<file path="config.mk">
export PLATFORM = sky130hd
export DESIGN_NAME = cam_write_arbiter_flat
export DESIGN_NICKNAME = d
export VERILOG_FILES = /design/src/rtl/cam_write_arbiter_if.sv /design/src/rtl/cam_write_arbiter.sv /design/src/flat_wrapper.sv
export SDC_FILE = /design/constraint.sdc
export NUM_CORES = 1
export LEC_CHECK = 0
export ABC_AREA = 1
export BUFFER_PORTS_ARGS = -buffer_cell sky130_fd_sc_hd__buf_4
export CAP_MARGIN = 20
export CORE_MARGIN = 5
export CORE_UTILIZATION = 45
export CTS_CLUSTER_DIAMETER = 50
export DETAILED_ROUTE_END_ITERATION = 12
export GPL_TIMING_DRIVEN = 0
export PLACE_DENSITY = 0.77
export SYNTH_ARGS = -nofsm -noshare
export SYNTH_HDL_FRONTEND = slang
export SYNTH_SLANG_ARGS = --single-unit
</file>
<file path="constraint.sdc">
create_clock -name clk -period 2.8 [get_ports clk]
set_input_delay 0.56 -clock clk [delete_from_list [all_inputs] [get_ports clk]]
set_output_delay 0.56 -clock clk [all_outputs]
set_load 0.01 [all_outputs]
</file>
<file path="src/rtl/cam_write_arbiter_if.sv">
// Requester, response, CAM write-port and status bundle for
// cam_write_arbiter.
interface cam_write_arbiter_if #(
   parameter int DATA_WIDTH = 64,
   parameter int ADDR_WIDTH = 5,
   parameter int NUM_REQ    = 2
);
   logic [NUM_REQ-1:0]            req_valid;
   logic [NUM_REQ-1:0]            req_ready;
   logic [NUM_REQ-1:0]            req_op;
   logic [NUM_REQ*DATA_WIDTH-1:0] req_data;
   logic [NUM_REQ*ADDR_WIDTH-1:0] req_addr;

   logic                          resp_valid;
   logic                          resp_ready;
   logic [2:0]                    resp_port;
   logic [ADDR_WIDTH-1:0]         resp_addr;
   logic                          resp_err;

   logic [ADDR_WIDTH-1:0]         cam_write_addr;
   logic [DATA_WIDTH-1:0]         cam_write_data;
   logic                          cam_write_delete;
   logic                          cam_write_enable;
   logic                          cam_write_busy;

   logic [ADDR_WIDTH:0]           free_count;
   logic                          full;

   modport slave (
      input  req_valid, req_op, req_data, req_addr,
      output req_ready,
      output resp_valid, resp_port, resp_addr, resp_err,
      input  resp_ready,
      output cam_write_addr, cam_write_data,
      output cam_write_delete, cam_write_enable,
      input  cam_write_busy,
      output free_count, full
   );

   modport master (
      output req_valid, req_op, req_data, req_addr,
      input  req_ready,
      input  resp_valid, resp_port, resp_addr, resp_err,
      output resp_ready,
      input  cam_write_addr, cam_write_data,
      input  cam_write_delete, cam_write_enable,
      output cam_write_busy,
      input  free_count, full
   );
endinterface

</file>
<file path="src/rtl/cam_write_arbiter.sv">
// Round-robin arbiter serialising insert/delete commands onto a
// single CAM write port, with free-entry bitmap allocation.
module cam_write_arbiter #(
   parameter int DATA_WIDTH = 64,
   parameter int ADDR_WIDTH = 5,
   parameter int NUM_REQ    = 2
) (
   input logic                clk,
   input logic                rst,
   cam_write_arbiter_if.slave bus
);
   localparam int DEPTH = 2 ** ADDR_WIDTH;

   typedef enum logic [2:0] {
      INIT, IDLE, ISSUE, WAIT, RESP
   } state_t;

   state_t state, state_nxt;

   logic [2:0]            rr_ptr;
   logic [2:0]            cand;
   logic [2:0]            gnt_idx;
   logic                  gnt_found;
   logic                  hs;
   logic                  cam_en;
   logic                  wait_first;
   logic                  full_int;
   logic [NUM_REQ-1:0]    ready;

   logic [DEPTH-1:0]      valid_map;
   logic [ADDR_WIDTH:0]   free_cnt;
   logic [ADDR_WIDTH-1:0] low_idx;

   logic                  sel_op;
   logic                  sel_err;
   logic [DATA_WIDTH-1:0] sel_data;
   logic [ADDR_WIDTH-1:0] sel_addr;
   logic [ADDR_WIDTH-1:0] tgt_addr;

   logic                  lat_op;
   logic                  lat_err;
   logic [DATA_WIDTH-1:0] lat_data;
   logic [ADDR_WIDTH-1:0] lat_addr;
   logic [2:0]            lat_port;

   function automatic logic [2:0] wrap_idx(
      input logic [2:0] base,
      input int         k
   );
      int s;
      s = int'(base) + k;
      if (s >= NUM_REQ) s = s - NUM_REQ;
      return s[2:0];
   endfunction

   always_comb begin
      gnt_found = 1'b0;
      gnt_idx   = '0;
      cand      = '0;
      for (int k = 0; k < NUM_REQ; k++) begin
         cand = wrap_idx(rr_ptr, k);
         for (int i = 0; i < NUM_REQ; i++) begin
            if (!gnt_found && cand == 3'(i)
                && bus.req_valid[i]) begin
               gnt_found = 1'b1;
               gnt_idx   = cand;
            end
         end
      end
   end

   assign hs = (state == IDLE) && gnt_found;

   always_comb begin
      ready    = '0;
      sel_op   = 1'b0;
      sel_data = '0;
      sel_addr = '0;
      for (int i = 0; i < NUM_REQ; i++) begin
         ready[i] = hs && (gnt_idx == 3'(i));
         if (gnt_idx == 3'(i)) begin
            sel_op   = bus.req_op[i];
            sel_data = bus.req_data[i*DATA_WIDTH +: DATA_WIDTH];
            sel_addr = bus.req_addr[i*ADDR_WIDTH +: ADDR_WIDTH];
         end
      end
   end

   // Downward scan so the lowest free index is the last one written.
   always_comb begin
      low_idx = '0;
      for (int i = DEPTH - 1; i >= 0; i--) begin
         if (!valid_map[i]) low_idx = ADDR_WIDTH'(i);
      end
   end

   assign full_int = (free_cnt == '0);
   assign sel_err  = sel_op ? !valid_map[sel_addr] : full_int;
   assign tgt_addr = sel_op   ? sel_addr :
                     full_int ? '0       : low_idx;

   always_ff @(posedge clk) begin
      if (rst) state <= INIT;
      else     state <= state_nxt;
   end

   always_comb begin
      state_nxt = state;
      cam_en    = 1'b0;
      unique case (state)
         INIT:  if (!bus.cam_write_busy) state_nxt = IDLE;
         IDLE:  if (hs) state_nxt = ISSUE;
         ISSUE: begin
            if (lat_err) begin
               state_nxt = RESP;
            end else if (!bus.cam_write_busy) begin
               cam_en    = 1'b1;
               state_nxt = WAIT;
            end
         end
         WAIT: begin
            if (!wait_first && !bus.cam_write_busy)
               state_nxt = RESP;
         end
         RESP:  if (bus.resp_ready) state_nxt = IDLE;
         default: state_nxt = INIT;
      endcase
   end

   always_ff @(posedge clk) begin
      if (rst) begin
         rr_ptr     <= '0;
         valid_map  <= '0;
         free_cnt   <= (ADDR_WIDTH+1)'(DEPTH);
         wait_first <= 1'b0;
         lat_op     <= 1'b0;
         lat_err    <= 1'b0;
         lat_data   <= '0;
         lat_addr   <= '0;
         lat_port   <= '0;
      end else begin
         wait_first <= cam_en;
         if (hs) begin
            rr_ptr   <= wrap_idx(gnt_idx, 1);
            lat_op   <= sel_op;
            lat_err  <= sel_err;
            lat_data <= sel_data;
            lat_addr <= tgt_addr;
            lat_port <= gnt_idx;
         end
         if (cam_en) begin
            valid_map[lat_addr] <= !lat_op;
            free_cnt <= lat_op ? free_cnt + 1'b1
                               : free_cnt - 1'b1;
         end
      end
   end

   assign bus.req_ready        = ready;
   assign bus.resp_valid       = (state == RESP);
   assign bus.resp_port        = lat_port;
   assign bus.resp_addr        = lat_addr;
   assign bus.resp_err         = lat_err;
   assign bus.cam_write_enable = cam_en;
   assign bus.cam_write_addr   = lat_addr;
   assign bus.cam_write_data   = lat_op ? '0 : lat_data;
   assign bus.cam_write_delete = lat_op;
   assign bus.free_count       = free_cnt;
   assign bus.full             = full_int;
endmodule
</file>
<file path="src/flat_wrapper.sv">
// flat-port wrapper written by rule: the top's interface ports become plain ports
module cam_write_arbiter_flat 
#(
   parameter int DATA_WIDTH = 64,
   parameter int ADDR_WIDTH = 5,
   parameter int NUM_REQ    = 2
)
  (clk, rst, bus_req_valid, bus_req_op, bus_req_data, bus_req_addr, bus_req_ready, bus_resp_valid, bus_resp_port, bus_resp_addr, bus_resp_err, bus_resp_ready, bus_cam_write_addr, bus_cam_write_data, bus_cam_write_delete, bus_cam_write_enable, bus_cam_write_busy, bus_free_count, bus_full);
  cam_write_arbiter_if #(.DATA_WIDTH(DATA_WIDTH), .ADDR_WIDTH(ADDR_WIDTH), .NUM_REQ(NUM_REQ)) bus_i ();
  input logic clk;
  input logic rst;
  input wire logic [$bits(bus_i.req_valid)-1:0] bus_req_valid;
  input wire logic [$bits(bus_i.req_op)-1:0] bus_req_op;
  input wire logic [$bits(bus_i.req_data)-1:0] bus_req_data;
  input wire logic [$bits(bus_i.req_addr)-1:0] bus_req_addr;
  output wire logic [$bits(bus_i.req_ready)-1:0] bus_req_ready;
  output wire logic [$bits(bus_i.resp_valid)-1:0] bus_resp_valid;
  output wire logic [$bits(bus_i.resp_port)-1:0] bus_resp_port;
  output wire logic [$bits(bus_i.resp_addr)-1:0] bus_resp_addr;
  output wire logic [$bits(bus_i.resp_err)-1:0] bus_resp_err;
  input wire logic [$bits(bus_i.resp_ready)-1:0] bus_resp_ready;
  output wire logic [$bits(bus_i.cam_write_addr)-1:0] bus_cam_write_addr;
  output wire logic [$bits(bus_i.cam_write_data)-1:0] bus_cam_write_data;
  output wire logic [$bits(bus_i.cam_write_delete)-1:0] bus_cam_write_delete;
  output wire logic [$bits(bus_i.cam_write_enable)-1:0] bus_cam_write_enable;
  input wire logic [$bits(bus_i.cam_write_busy)-1:0] bus_cam_write_busy;
  output wire logic [$bits(bus_i.free_count)-1:0] bus_free_count;
  output wire logic [$bits(bus_i.full)-1:0] bus_full;
  assign bus_i.req_valid = bus_req_valid;
  assign bus_i.req_op = bus_req_op;
  assign bus_i.req_data = bus_req_data;
  assign bus_i.req_addr = bus_req_addr;
  assign bus_req_ready = bus_i.req_ready;
  assign bus_resp_valid = bus_i.resp_valid;
  assign bus_resp_port = bus_i.resp_port;
  assign bus_resp_addr = bus_i.resp_addr;
  assign bus_resp_err = bus_i.resp_err;
  assign bus_i.resp_ready = bus_resp_ready;
  assign bus_cam_write_addr = bus_i.cam_write_addr;
  assign bus_cam_write_data = bus_i.cam_write_data;
  assign bus_cam_write_delete = bus_i.cam_write_delete;
  assign bus_cam_write_enable = bus_i.cam_write_enable;
  assign bus_i.cam_write_busy = bus_cam_write_busy;
  assign bus_free_count = bus_i.free_count;
  assign bus_full = bus_i.full;
  cam_write_arbiter #(.DATA_WIDTH(DATA_WIDTH), .ADDR_WIDTH(ADDR_WIDTH), .NUM_REQ(NUM_REQ)) u_core (.clk(clk), .rst(rst), .bus(bus_i));
endmodule
</file>
==> impl_results.md, run 1 <==
- Final setup fails: 3
- Final Skew: 0.0118 ns
- LEAKAGE: 0.00398 uW
- CP endpoint kind: register
- Crit Path Category: reg2reg
- Wire per inst: 17.7 um
- Final ANT Viol Nets: 0
- Setup WS post-layout: -0.174 ns
- Tmin final: 2.97 ns
- Yosys synthesis warning count: 0
- Worst-margin pin slew: 0.612 ns
- Worst-skew pair later-pin latency: 0.42 ns
- Hold slack: 0.414 ns
- Pin count of the biggest net entering global routing: 17
- Hold WC Path Type: in2reg
- R2r setup slk: -0.17 ns
- Period utilization: 106%
- RSZ-0062 raised after global routing: yes
- Die Wd: 130 um
- Ports: 236
- Failing checks: setup timing
- Root Buffer Master: clkbuf_16
- Data arrival time of the critical path: 3.33 ns
- Mean post-synth cell area: 6.49 um2
- Total number of H-tree levels: 4
- Die ar.: 16800 um2
- Die Y: 130 um
- Site row count: 43
- Starting Density: 46.1%
- Placed wire-length estimate: 18500 um
- Max Cap Violations: 0
- Critical path required time: 3.16 ns
- Cts bufs inserted: 17
- Fillers: 1168
- Final Net Count: 1422
- Clock tree buffer depth: 2
- Initial antenna violation count: 0
- Routed Wire Length: 25800 um
- Core ar.: 13900 um2
- Power per standard cell area: 833 nW/um2
- DR vias: 7849
- First-pass GRT wire length: 38900 um
- Post-synthesis cell type count: 35
- Max Fclk: 336 MHz
- Cell Area, Synth: 6430 um2
- DP Area: 8420 um2
- DRC Markers: 0
- IO buf count: 234
- Status: finished with violations
- Number of synthesized register bits: 119
- Post-synthesis sequential area ratio: 37.1%
- VDD IR max: 0.541 mV
- Area Overhead vs Synth: 47.9%
- CTS tree: yes
- Vias/cell: 5.38
- Worst-path fanout max: 5
- Worst-path clk slew: 0.06 ns
- Clk sinks: 119
- GRT Resource Usage Total: 29.5%
- Synth Instances: 990
- Fin area: 9500 um2
- 1st-iter DRT viols: 813
- Drt pass-1 iters: 5
- Relative max-transition margin: 59.2%
- GRT Residual Overflow: 0
- Cts hold-fix bufs: 0
- GP Congestion: 0.952
- Setup crit start kind: register
- Vias in the first global route: 7605
- Fin. Hold Viols: 0
- Slew Limit Fails: 0
- Diode count: 0
- Share of cells above drive strength 1: 28.5%
[state kept, by name, indices dropped and copies added, names as in the netlist]
name and cells:
u_core.bus.cam_write_addr 5, u_core.bus.cam_write_delete 1, u_core.bus.free_count 6, u_core.bus.resp_err 1, u_core.bus.resp_port 3, u_core.lat_data 64, u_core.rr_ptr 3, u_core.state 3
u_core.valid_map 32, u_core.wait_first 1
[kinds of logic (layout without fill, tap and decap cells)]
kind of cell | Yosys count | count (layout) | share of synthesized area (%)
AOI/OAI and AO/OA | 222 | 222 | 20.5
xor gates and xnor gates | 5 | 5 | 0.682
adders and majority gates | 10 | 10 | 2.06
buffers and inverters | 199 | 487 | 12.2
DFF | 119 | 119 | 37.1
other | 2 | 3 | 0.117
and+or+nand+nor | 433 | 433 | 27.4
[synthesized netlist by cell type]
cell type,instances,area [um2]
a21oi_1,42,210
o31ai_1,2,15.0
fa_1,1,20.0
buf_1,2,7.51
xnor2_1,3,26.3
ha_1,9,113
a21o_1,1,7.51
nor3_1,15,75.1
o22ai_1,7,43.8
a31oi_1,76,475
nor2_1,118,443
a22o_1,1,8.76
dfxtp_1,119,2380
o221ai_1,2,17.5
o21bai_1,2,15.0
o211ai_1,3,22.5
nor4_1,2,12.5
nor2_2,1,6.26
a22oi_1,3,22.5
inv_1,131,492
conb_1,2,7.51
o311a_1,8,80.1
o21ai_0,68,340
a21boi_0,2,15.0
a311oi_1,2,17.5
xor2_1,2,17.5
nand3_1,80,400
clkbuf_1,47,176
inv_2,2,7.51
nand2_1,214,803
nand4_1,3,18.8
a21oi_2,1,8.76
buf_2,11,55.1
buf_4,6,45.0
a221oi_1,2,17.5
[worst paths after layout]
| path | startpoint | endpoint | cells after the start |
|---|---|---|---|
| setup / recovery | u_core.rr_ptr[1]$_SDFFE_PP0P_ | u_core.bus.resp_err$_SDFFE_PP0P_ | 21 |
| hold / removal | bus_req_data[81] | u_core.lat_data[17]$_SDFFE_PP0P_ | 3 |
| setup reg to reg | u_core.rr_ptr[1]$_SDFFE_PP0P_ | u_core.bus.resp_err$_SDFFE_PP0P_ | 21 |
| hold reg to reg | u_core.bus.resp_port[2]$_SDFFE_PP0P_ | u_core.bus.resp_port[2]$_SDFFE_PP0P_ | 2 |
[cell usage in the layout (no fill, tap or decap), types with 4 or more instances in the layout]
| master | Yosys | routed |
|---|---|---|
| o22ai_1 | 7 | 7 |
| o311a_1 | 8 | 8 |
| dfxtp_1 | 119 | 116 |
| nand3_1 | 80 | 79 |
| a21oi_1 | 42 | 40 |
| nor3_1 | 15 | 13 |
| nand2_1 | 214 | 206 |
| o21ai_0 | 68 | 60 |
| inv_2 | 2 | 7 |
| a31oi_1 | 76 | 76 |
| clkbuf_1 | 47 | 34 |
| ha_1 | 9 | 5 |
| nor2_1 | 118 | 115 |
| buf_2 | 11 | 8 |
| o21ai_1 | 0 | 5 |
| clkbuf_2 | 0 | 8 |
| inv_1 | 131 | 124 |
| buf_4 | 6 | 263 |
| nand2_4 | 0 | 4 |
| inv_6 | 0 | 6 |
| clkbuf_16 | 0 | 19 |
[routing by layer]
metal	track usage, %	part of all wire [%]
met1	35.8	38
met2	49.4	49
met3	9.40	9.9
met4	10.5	2.9
met5	0	0
[critical path, cell delays in order (launching register included)]
cell and delay [ns]:
dfxtp_2 0.35, inv_2 0.06, ha_4 0.15, inv_2 0.06, o21ai_2 0.07, xnor2_1 0.18
inv_1 0.10, nand3_2 0.11, nand2_4 0.08, ha_4 0.19, buf_4 0.14, a22oi_2 0.26
buf_4 0.16, buf_4 0.14, o21ai_0 0.08, o22ai_1 0.14, nor2_1 0.06, o22ai_1 0.22
nand2_1 0.10, nand2_2 0.10, o221ai_2 0.09, inv_1 0.08
[where the power goes]
part	internal [uW]	leakage (uW)	total (uW)	switching, uW
Sequential	1910	0.000963	2110	196
Combinational	1400	0.00272	3530	2130
Clock	1360	0.000293	2270	912
Total	4670	0.00398	7920	3240
[final cells by class]
| class | instances | area [um2] | share of cell area [%] |
|---|---|---|---|
| flip-flops and latches | 119 | 2390 | 25.1 |
| multi-input cells | 673 | 3480 | 36.6 |
| inverters | 133 | 504 | 5.31 |
| repair buffers | 257 | 1950 | 20.5 |
| clock buffers | 18 | 439 | 4.62 |
| plain buffers | 65 | 358 | 3.77 |
| clock inverters | 14 | 164 | 1.72 |
| well taps | 180 | 225 | 2.37 |
[metrics by stage]
| step | util, % | total power, uW | setup TNS, ns | cells | setup WS, ns |
|---|---|---|---|---|---|
| 6_report | 68.2 | 7920 | -0.344 | 1459 | -0.174 |
| 5_1_grt | 68.2 | 8320 | -1.21 | 1459 | -0.324 |
| 4_1_cts | 66.5 | 7490 | -0.839 | 1448 | -0.192 |
| 3_5_place_dp | 60.5 | 4960 | -19.81 | 1405 | -0.825 |
| 3_3_place_gp | 60.5 | 4930 | -15.18 | 1405 | -0.760 |
| 2_1_floorplan | - | 3830 | 0 | 991 | 0.0459 |
[repair_timing]
action,in CTS,in global routing
setup endpoints to repair,87,94
setup buffers,11,10
gates resized for setup,41,63
cloned,0,2
pin swaps,8,20
hold endpoints to repair,0,0
No activity file was read; power rests on OpenSTA's default activity.
==> run 2: changes to the inputs <==
--- a/config.mk
+++ b/config.mk
@@ -8,5 +8,4 @@
 export ABC_AREA = 1
 export BUFFER_PORTS_ARGS = -buffer_cell sky130_fd_sc_hd__buf_4
-export CAP_MARGIN = 20
 export CORE_MARGIN = 5
 export CORE_UTILIZATION = 45
==> constraint.sdc (replaced) <==
create_clock -name clk -period 2.8 [get_ports clk]
set_input_delay 0 -clock clk [delete_from_list [all_inputs] [get_ports clk]]
set_output_delay 0 -clock clk [all_outputs]
set_load 0.01 [all_outputs]
==> run 2 against run 1 <==
Effect of this change: the flow still finishes with violations (setup timing); clock-buffer cell count did not move; via count rose by 17%; flip-flop and latch count did not move; critical path depth rose by 1; routed wire length rose by 23%; largest cell class is now non-clock buffers; register-to-register slack got worse by 0.06 ns; largest power group unchanged; clock power barely moved; worst hold slack got worse by 0.39 ns; global-route usage rose by 6.8 points; sequential share of layout area fell by 2.9 points; highest routed layer unchanged; fmax fell by 2.0%; first-iteration DRC count rose by 41%.
==> impl_results.md, run 2 (synthesis gave the netlist of run 1 again) <==
- Status: finished with violations
- Failing checks: setup timing
- Starting Density: 46.1% (unchanged)
- CP endpoint kind: register
- Routed Wire Length: 31700 um (+23%)
- Worst-path fanout max: 6 (+1)
- Critical path's largest stage delay: 0.37 ns (+0.02 ns)
- Die Y: 130 um (unchanged)
- Max reg flops: 64 (unchanged)
- Setup WS post-layout: -0.235 ns (-0.0603 ns)
- Pin count of the biggest net entering global routing: 17 (unchanged)
- Most frequent cells in the layout: 255 x buf_4, 205 x nand2_1, 129 x dlygate4sd3_1, 126 x inv_1
- Fin. Hold Viols: 0 (unchanged)
- Slew Limit Fails: 0 (unchanged)
- Site row count: 43 (unchanged)
- Total number of H-tree levels: 4 (unchanged)
- Finished Layout Cells: 1586 (+8.7%)
- Crit path from: u_core.rr_ptr[0]$_SDFFE_PP0P_
- Root Buffer Master: clkbuf_16
- CTS tree: yes
- 1st-iter DRT viols: 1144 (+41%)
- Clock tree buffer depth: 2 (unchanged)
- Top reg by flops: u_core.lat_data
- Worst-skew pair later-pin latency: 0.43 ns (about the same)
- Seq pwr share: 26.4% (-0.3 points)
- Worst-margin pin slew: 0.635 ns (+0.0236 ns)
- Final Net Count: 1547 (+8.8%)
- Design Power: 8130 uW (+2.7%)
- GRT Resource Usage Total: 36.3% (+6.8 points)
- GP Congestion: 0.952 (unchanged)
- Fillers: 878 (-25%)
- GRT Residual Overflow: 0 (unchanged)
- Cts bufs inserted: 17 (unchanged)
- Core ar.: 13900 um2 (unchanged)
- Hold WC Path Type: in2reg
- Data arrival time of the critical path: 3.35 ns (+0.02 ns)
- DP Area: 8420 um2 (unchanged)
- RSZ-0062 raised after global routing: yes
- Vias in the first global route: 9177 (+21%)
- Clock power share: 28.1% (-0.6 points)
- DP Cell Count: 1405 (unchanged)
- Final ANT Viol Nets: 0 (unchanged)
- Fin area: 10800 um2 (+13%)
- Critical path required time: 3.11 ns (-0.05 ns)
- Crit path max-delay cell type: dfxtp_4
- VDD IR max: 0.535 mV (-1.1%)
- IO buf count: 234 (unchanged)
- LEAKAGE: 0.00449 uW (+13%)
- Cell Chain, Critical Path: inv_1 -> nor2_1 -> nand2_2 -> o21ai_2 -> nor3_2 -> nand3_2 -> nand2_4 -> inv_1 -> ha_2 -> inv_2 -> nor2_4 -> a22oi_2 -> buf_4 -> inv_6 -> o21ai_0 -> a21oi_1 -> nor3_1 -> o22ai_1 -> nand3_1 -> nand2_2 -> o221ai_2 -> inv_1
- DR vias: 9207 (+17%)
- Clk sinks: 119 (unchanged)
- Crit Path Category: reg2reg
- Share of cells above drive strength 1: 25.5% (-3.0 points)
- P_int: 4730 uW (+1.3%)
- Area Overhead vs Synth: 67.6%
- Max Fclk: 330 MHz (-2.0%)
- Die Wd: 130 um (unchanged)
- Setup crit start kind: register
- Logic pwr share: 45.6% (+1.0 points)
- Tmin final: 3.03 ns (+0.0603 ns)
- Final Skew: 0.0120 ns (+0.000248 ns)
- Wire per inst: 20.0 um (+13%)
- DRC Markers: 0 (unchanged)
- Placed wire-length estimate: 18500 um (unchanged)
- Most common cell after layout, fill and taps aside: buf_4
- Period utilization: 108% (+2.2 points)
- Start of the worst register-to-register path: u_core.rr_ptr[0]$_SDFFE_PP0P_
- Initial antenna violation count: 2 (+2)
- Setup_tns: -1.16 ns (-0.815 ns)
- Final setup fails: 29 (+26)
- Worst-path clk slew: 0.06 ns (about the same)
- Die ar.: 16800 um2 (unchanged)
- Final Core Density: 77.3% (+9.1 points)
- Ports: 236 (unchanged)
- Vias/cell: 5.81 (+7.9%)
- Switch share: 41.8% (+0.84 points)
- Hold path start: bus_cam_write_busy
- Power per standard cell area: 755 nW/um2 (-9.4%)
- Max Cap Violations: 0 (unchanged)
- Psw: 3400 uW (+4.8%)
- Relative max-transition margin: 57.6% (-1.6 points)
- Crit path top cell by count: inv_1
- Drt pass-1 iters: 6 (+1)
- First-pass GRT wire length: 47500 um (+22%)
-- run 2: path summary, 6_finish.rpt --
check,end,slack [ns],cells past startpoint
setup / recovery,u_core.bus.resp_err$_SDFFE_PP0P_,-0.23,22
hold / removal,u_core.state[2]$_SDFFE_PP0P_,0.03,4
setup reg to reg,u_core.bus.resp_err$_SDFFE_PP0P_,-0.23,22
hold reg to reg,u_core.bus.resp_port[2]$_SDFFE_PP0P_,0.46,2
-- run 2: final cells by class --
cell class / instances / area (um2) / share of cell area, %
flip-flops and latches: 119 / 2390 / 22.2
repair buffers: 381 / 3220 / 29.9
inverters: 133 / 512 / 4.75
plain buffers: 66 / 342 / 3.17
clock buffers: 18 / 439 / 4.08
diodes: 2 / 5.00 / 0.0465
clock inverters: 14 / 164 / 1.52
well taps: 180 / 225 / 2.09
multi-input cells: 673 / 3480 / 32.3
-- run 2: metal layers --
metal	part of all wire, %	vias up	GRT usage [%]	wire [um]
met5	0	-	0	0
li1	-	4074	-	-
met1	34	4138	40.5	10800
met2	48	791	61.3	15100
met4	7.1	0	22.2	2250
met3	11	204	10.3	3610
-- run 2: power by group through the flow --
| stage | Clock (uW) | Combinational, uW | Sequential, uW |
|---|---|---|---|
| 2_1_floorplan | 0 | 1730 | 2100 |
| 5_1_grt | 2360 | 3930 | 2160 |
| 4_1_cts | 2260 | 3160 | 2090 |
| 3_5_place_dp | 0 | 2840 | 2120 |
| 3_3_place_gp | 0 | 2810 | 2120 |
| 6_report | 2280 | 3700 | 2140 |
-- run 2: through the flow --
step / worst slack [ns] / hold slack (ns)
floorplan: 0.0459 / 0.167
global placement: -0.647 / 0.284
detailed placement: -0.681 / 0.289
CTS: -0.176 / 0.0150
global route: -0.340 / 0.0591
finish: -0.235 / 0.0276
-- run 2: worst max-delay path: cells and delay by family (launching register included) --
family                   cells  cell delay [ns]
AO/OA/AOI/OAI                6             0.75
flip-flops                   1             0.37
adder cells (fa/ha/maj)      1             0.17
buffers and inverters        6             0.54
AND/OR/NAND/NOR              9             1.07
-- run 2: repair_timing --
item | CTS | global route
gates resized for setup | 25 | 73
endpoints found under the hold margin | 65 | 0
cloned | 0 | 3
hold buffers | 129 | 0
buffers inserted | 5 | 10
pin swaps | 5 | 24
endpoints found under the setup margin | 66 | 75
==> run 3: changes to the inputs <==
Settings changed: SETUP_SLACK_MARGIN set to 0.2.
==> run 3 against run 2 <==
Effect of this change: the run ends with DRC, setup timing left; clock skew increased by 0.0012 ns; setup slack improved by 0.10 ns; sequential power about the same; clock power increased by 2%; final cell count about the same; cell area increased by 0.81%; total power increased by 1.6%; combinational power increased by 2%; highest routed layer unchanged.
==> impl_results.md, run 3 (synthesis gave the netlist of run 1 again) <==
- Final ANT Viol Nets: 0 (unchanged)
- Finished Layout Cells: 1587 (+0.063%)
- Tmin final: 2.93 ns (-0.104 ns)
- Final Skew: 0.0132 ns (+0.00121 ns)
- Setup crit start kind: register
- Vias in the first global route: 9262 (+0.93%)
- Wire per inst: 20.2 um (+1.1%)
- RSZ-0062 raised after global routing: yes
- Hold path start: bus_cam_write_busy
- GP Congestion: 0.963 (+1.1%)
- Initial antenna violation count: 1 (-1)
- Site row count: 43 (unchanged)
- Critical path's largest stage delay: 0.38 ns (about the same)
- CP endpoint kind: register
- Power per standard cell area: 761 nW/um2 (+0.80%)
- Crit Path Category: reg2reg
- Crit path from: u_core.rr_ptr[1]$_SDFFE_PP0P_
- Most common cell after layout, fill and taps aside: buf_4
- Drt pass-1 iters: 11 (+5)
- GRT Residual Overflow: 0 (unchanged)
- Share of cells above drive strength 1: 26.5% (+0.96 points)
- Buf/Inv on CP: 6 (unchanged)
- Die Wd: 130 um (unchanged)
- Relative max-transition margin: 52.6% (-5.0 points)
- Placed wire-length estimate: 18300 um (-0.97%)
- Clk sinks: 119 (unchanged)
- Max Fclk: 341 MHz (+3.5%)
- Ports: 236 (unchanged)
- Critical path required time: 3.12 ns (about the same)
- DR vias: 9296 (+0.97%)
- Worst-path fanout max: 9 (+3)
- DP Cell Count: 1405 (unchanged)
- Hold WC Path Type: in2reg
- Routed Wire Length: 32000 um (+1.2%)
- LEAKAGE: 0.00452 uW (+0.62%)
- Crit path max-delay cell type: dfxtp_4
- DP Area: 8470 um2 (+0.53%)
- Worst-skew pair later-pin latency: 0.42 ns (about the same)
- Die ar.: 16800 um2 (unchanged)
- Root Buffer Master: clkbuf_16
- Core ar.: 13900 um2 (unchanged)
- Setup_tns: -0.131 ns (+1.03 ns)
- First-pass GRT wire length: 48100 um (+1.3%)
- Final Net Count: 1549 (+0.13%)
- Data arrival time of the critical path: 3.25 ns (-0.10 ns)
- Start of the worst register-to-register path: u_core.rr_ptr[1]$_SDFFE_PP0P_
- Die Y: 130 um (unchanged)
- Clock tree buffer depth: 2 (unchanged)
- Pin count of the biggest net entering global routing: 17 (unchanged)
- Fin. Hold Viols: 0 (unchanged)
- Worst-margin pin slew: 0.711 ns (+0.0751 ns)
- Setup WS post-layout: -0.131 ns (+0.104 ns)
- Max reg flops: 64 (unchanged)
- Period utilization: 105% (-3.7 points)
- WP depth: 22 (unchanged)
- IO buf count: 234 (unchanged)
- Max Cap Violations: 0 (unchanged)
- Hold Path Depth: 6 (+2)
- Total number of H-tree levels: 4 (unchanged)
- Top reg by flops: u_core.lat_data
- Vias/cell: 5.86 (+0.90%)
- Worst reg2reg path depth: 22 (unchanged)
- Hold slack: 0.0155 ns (-0.0122 ns)
- Slew Limit Fails: 0 (unchanged)
- Area Overhead vs Synth: 69.0%
- Worst-path clk slew: 0.06 ns (about the same)
- Fin area: 10900 um2 (+0.81%)
- GRT Resource Usage Total: 36.7% (+0.46 points)
- Status: finished with violations
- Final setup fails: 1 (-97%)
- Most frequent cells in the layout: 267 x buf_4, 205 x nand2_1, 129 x dlygate4sd3_1, 124 x inv_1
- Cts bufs inserted: 17 (unchanged)
- 1st-iter DRT viols: 1264 (+10%)
- Top delay family on crit path: simple AND/OR/NAND/NOR gates
- Design Power: 8260 uW (+1.6%)
- Starting Density: 46.1% (unchanged)
- Cell Chain, Critical Path: inv_4 -> ha_4 -> inv_2 -> o21ai_2 -> xnor2_1 -> inv_1 -> nand3_2 -> nand2_4 -> ha_4 -> buf_8 -> nor2_4 -> nand2_2 -> nand2_4 -> inv_4 -> nor2_1 -> a21oi_1 -> a221oi_2 -> o22ai_1 -> nand3_1 -> nand2_2 -> o221ai_2 -> inv_1
- Failing checks: DRC, setup timing
- VDD IR max: 0.527 mV (-1.5%)
- DRC Markers: 2 (+2)
- CTS tree: yes
- R2r setup slk: -0.13 ns (+0.10 ns)
==> run 3: metal layers <==
| layer | global-route usage, % | vias up | wire length [um] |
|---|---|---|---|
| li1 | - | 4069 | - |
| met1 | 39.7 | 4199 | 10600 |
| met2 | 63.4 | 774 | 15400 |
| met3 | 10.8 | 254 | 3570 |
| met4 | 22.2 | 0 | 2470 |
| met5 | 0 | - | 0 |
==> run 3: final cells by class <==
| type | count | area (um2) |
|---|---|---|
| Fill cell | 860 | 3070 |
| Clock buffer | 19 | 453 |
| Timing Repair Buffer | 383 | 3200 |
| Sequential cell | 119 | 2390 |
| Tap cell | 180 | 225 |
| Inverter | 133 | 509 |
| Antenna cell | 1 | 2.50 |
| Buffer | 66 | 410 |
| Clock inverter | 13 | 169 |
| Multi-Input combinational cell | 673 | 3500 |
==> run 3: what timing repair did <==
action / 4_1_cts / 5_1_grt
setup endpoints to repair: 69 / 81
pin swaps: 18 / 20
cloned: 2 / 0
buffers inserted: 12 / 6
hold endpoints to repair: 65 / 0
resized for setup: 44 / 96
hold buffers: 129 / 0
==> run 3: report_power, final <==
group          switching (uW)  total [uW]  internal (uW)
logic                    2270        3790           1530
clock network             873        2330           1460
registers                 223        2140           1920
==> run 3: final timing paths <==
path	to
min	u_core.state[0]$_SDFFE_PP0P_
max	u_core.bus.resp_err$_SDFFE_PP0P_
max reg2reg	u_core.bus.resp_err$_SDFFE_PP0P_
min reg2reg	u_core.bus.resp_port[1]$_SDFFE_PP0P_
==> run 3: worst min-delay path, stage by stage <==
cell      delay (ns)
buf_4           0.09
o211ai_1        0.07
o31ai_1         0.07
inv_1           0.05
nand3_1         0.07
inv_1           0.04
==> run 3: stage by stage <==
| stage | utilization, % | setup slack (ns) |
|---|---|---|
| floorplan | - | 0.370 |
| global placement | 60.8 | -0.485 |
| detailed placement | 60.8 | -0.524 |
| CTS | 76.3 | -0.0635 |
| global route | 77.9 | -0.292 |
| finish | 77.9 | -0.131 |
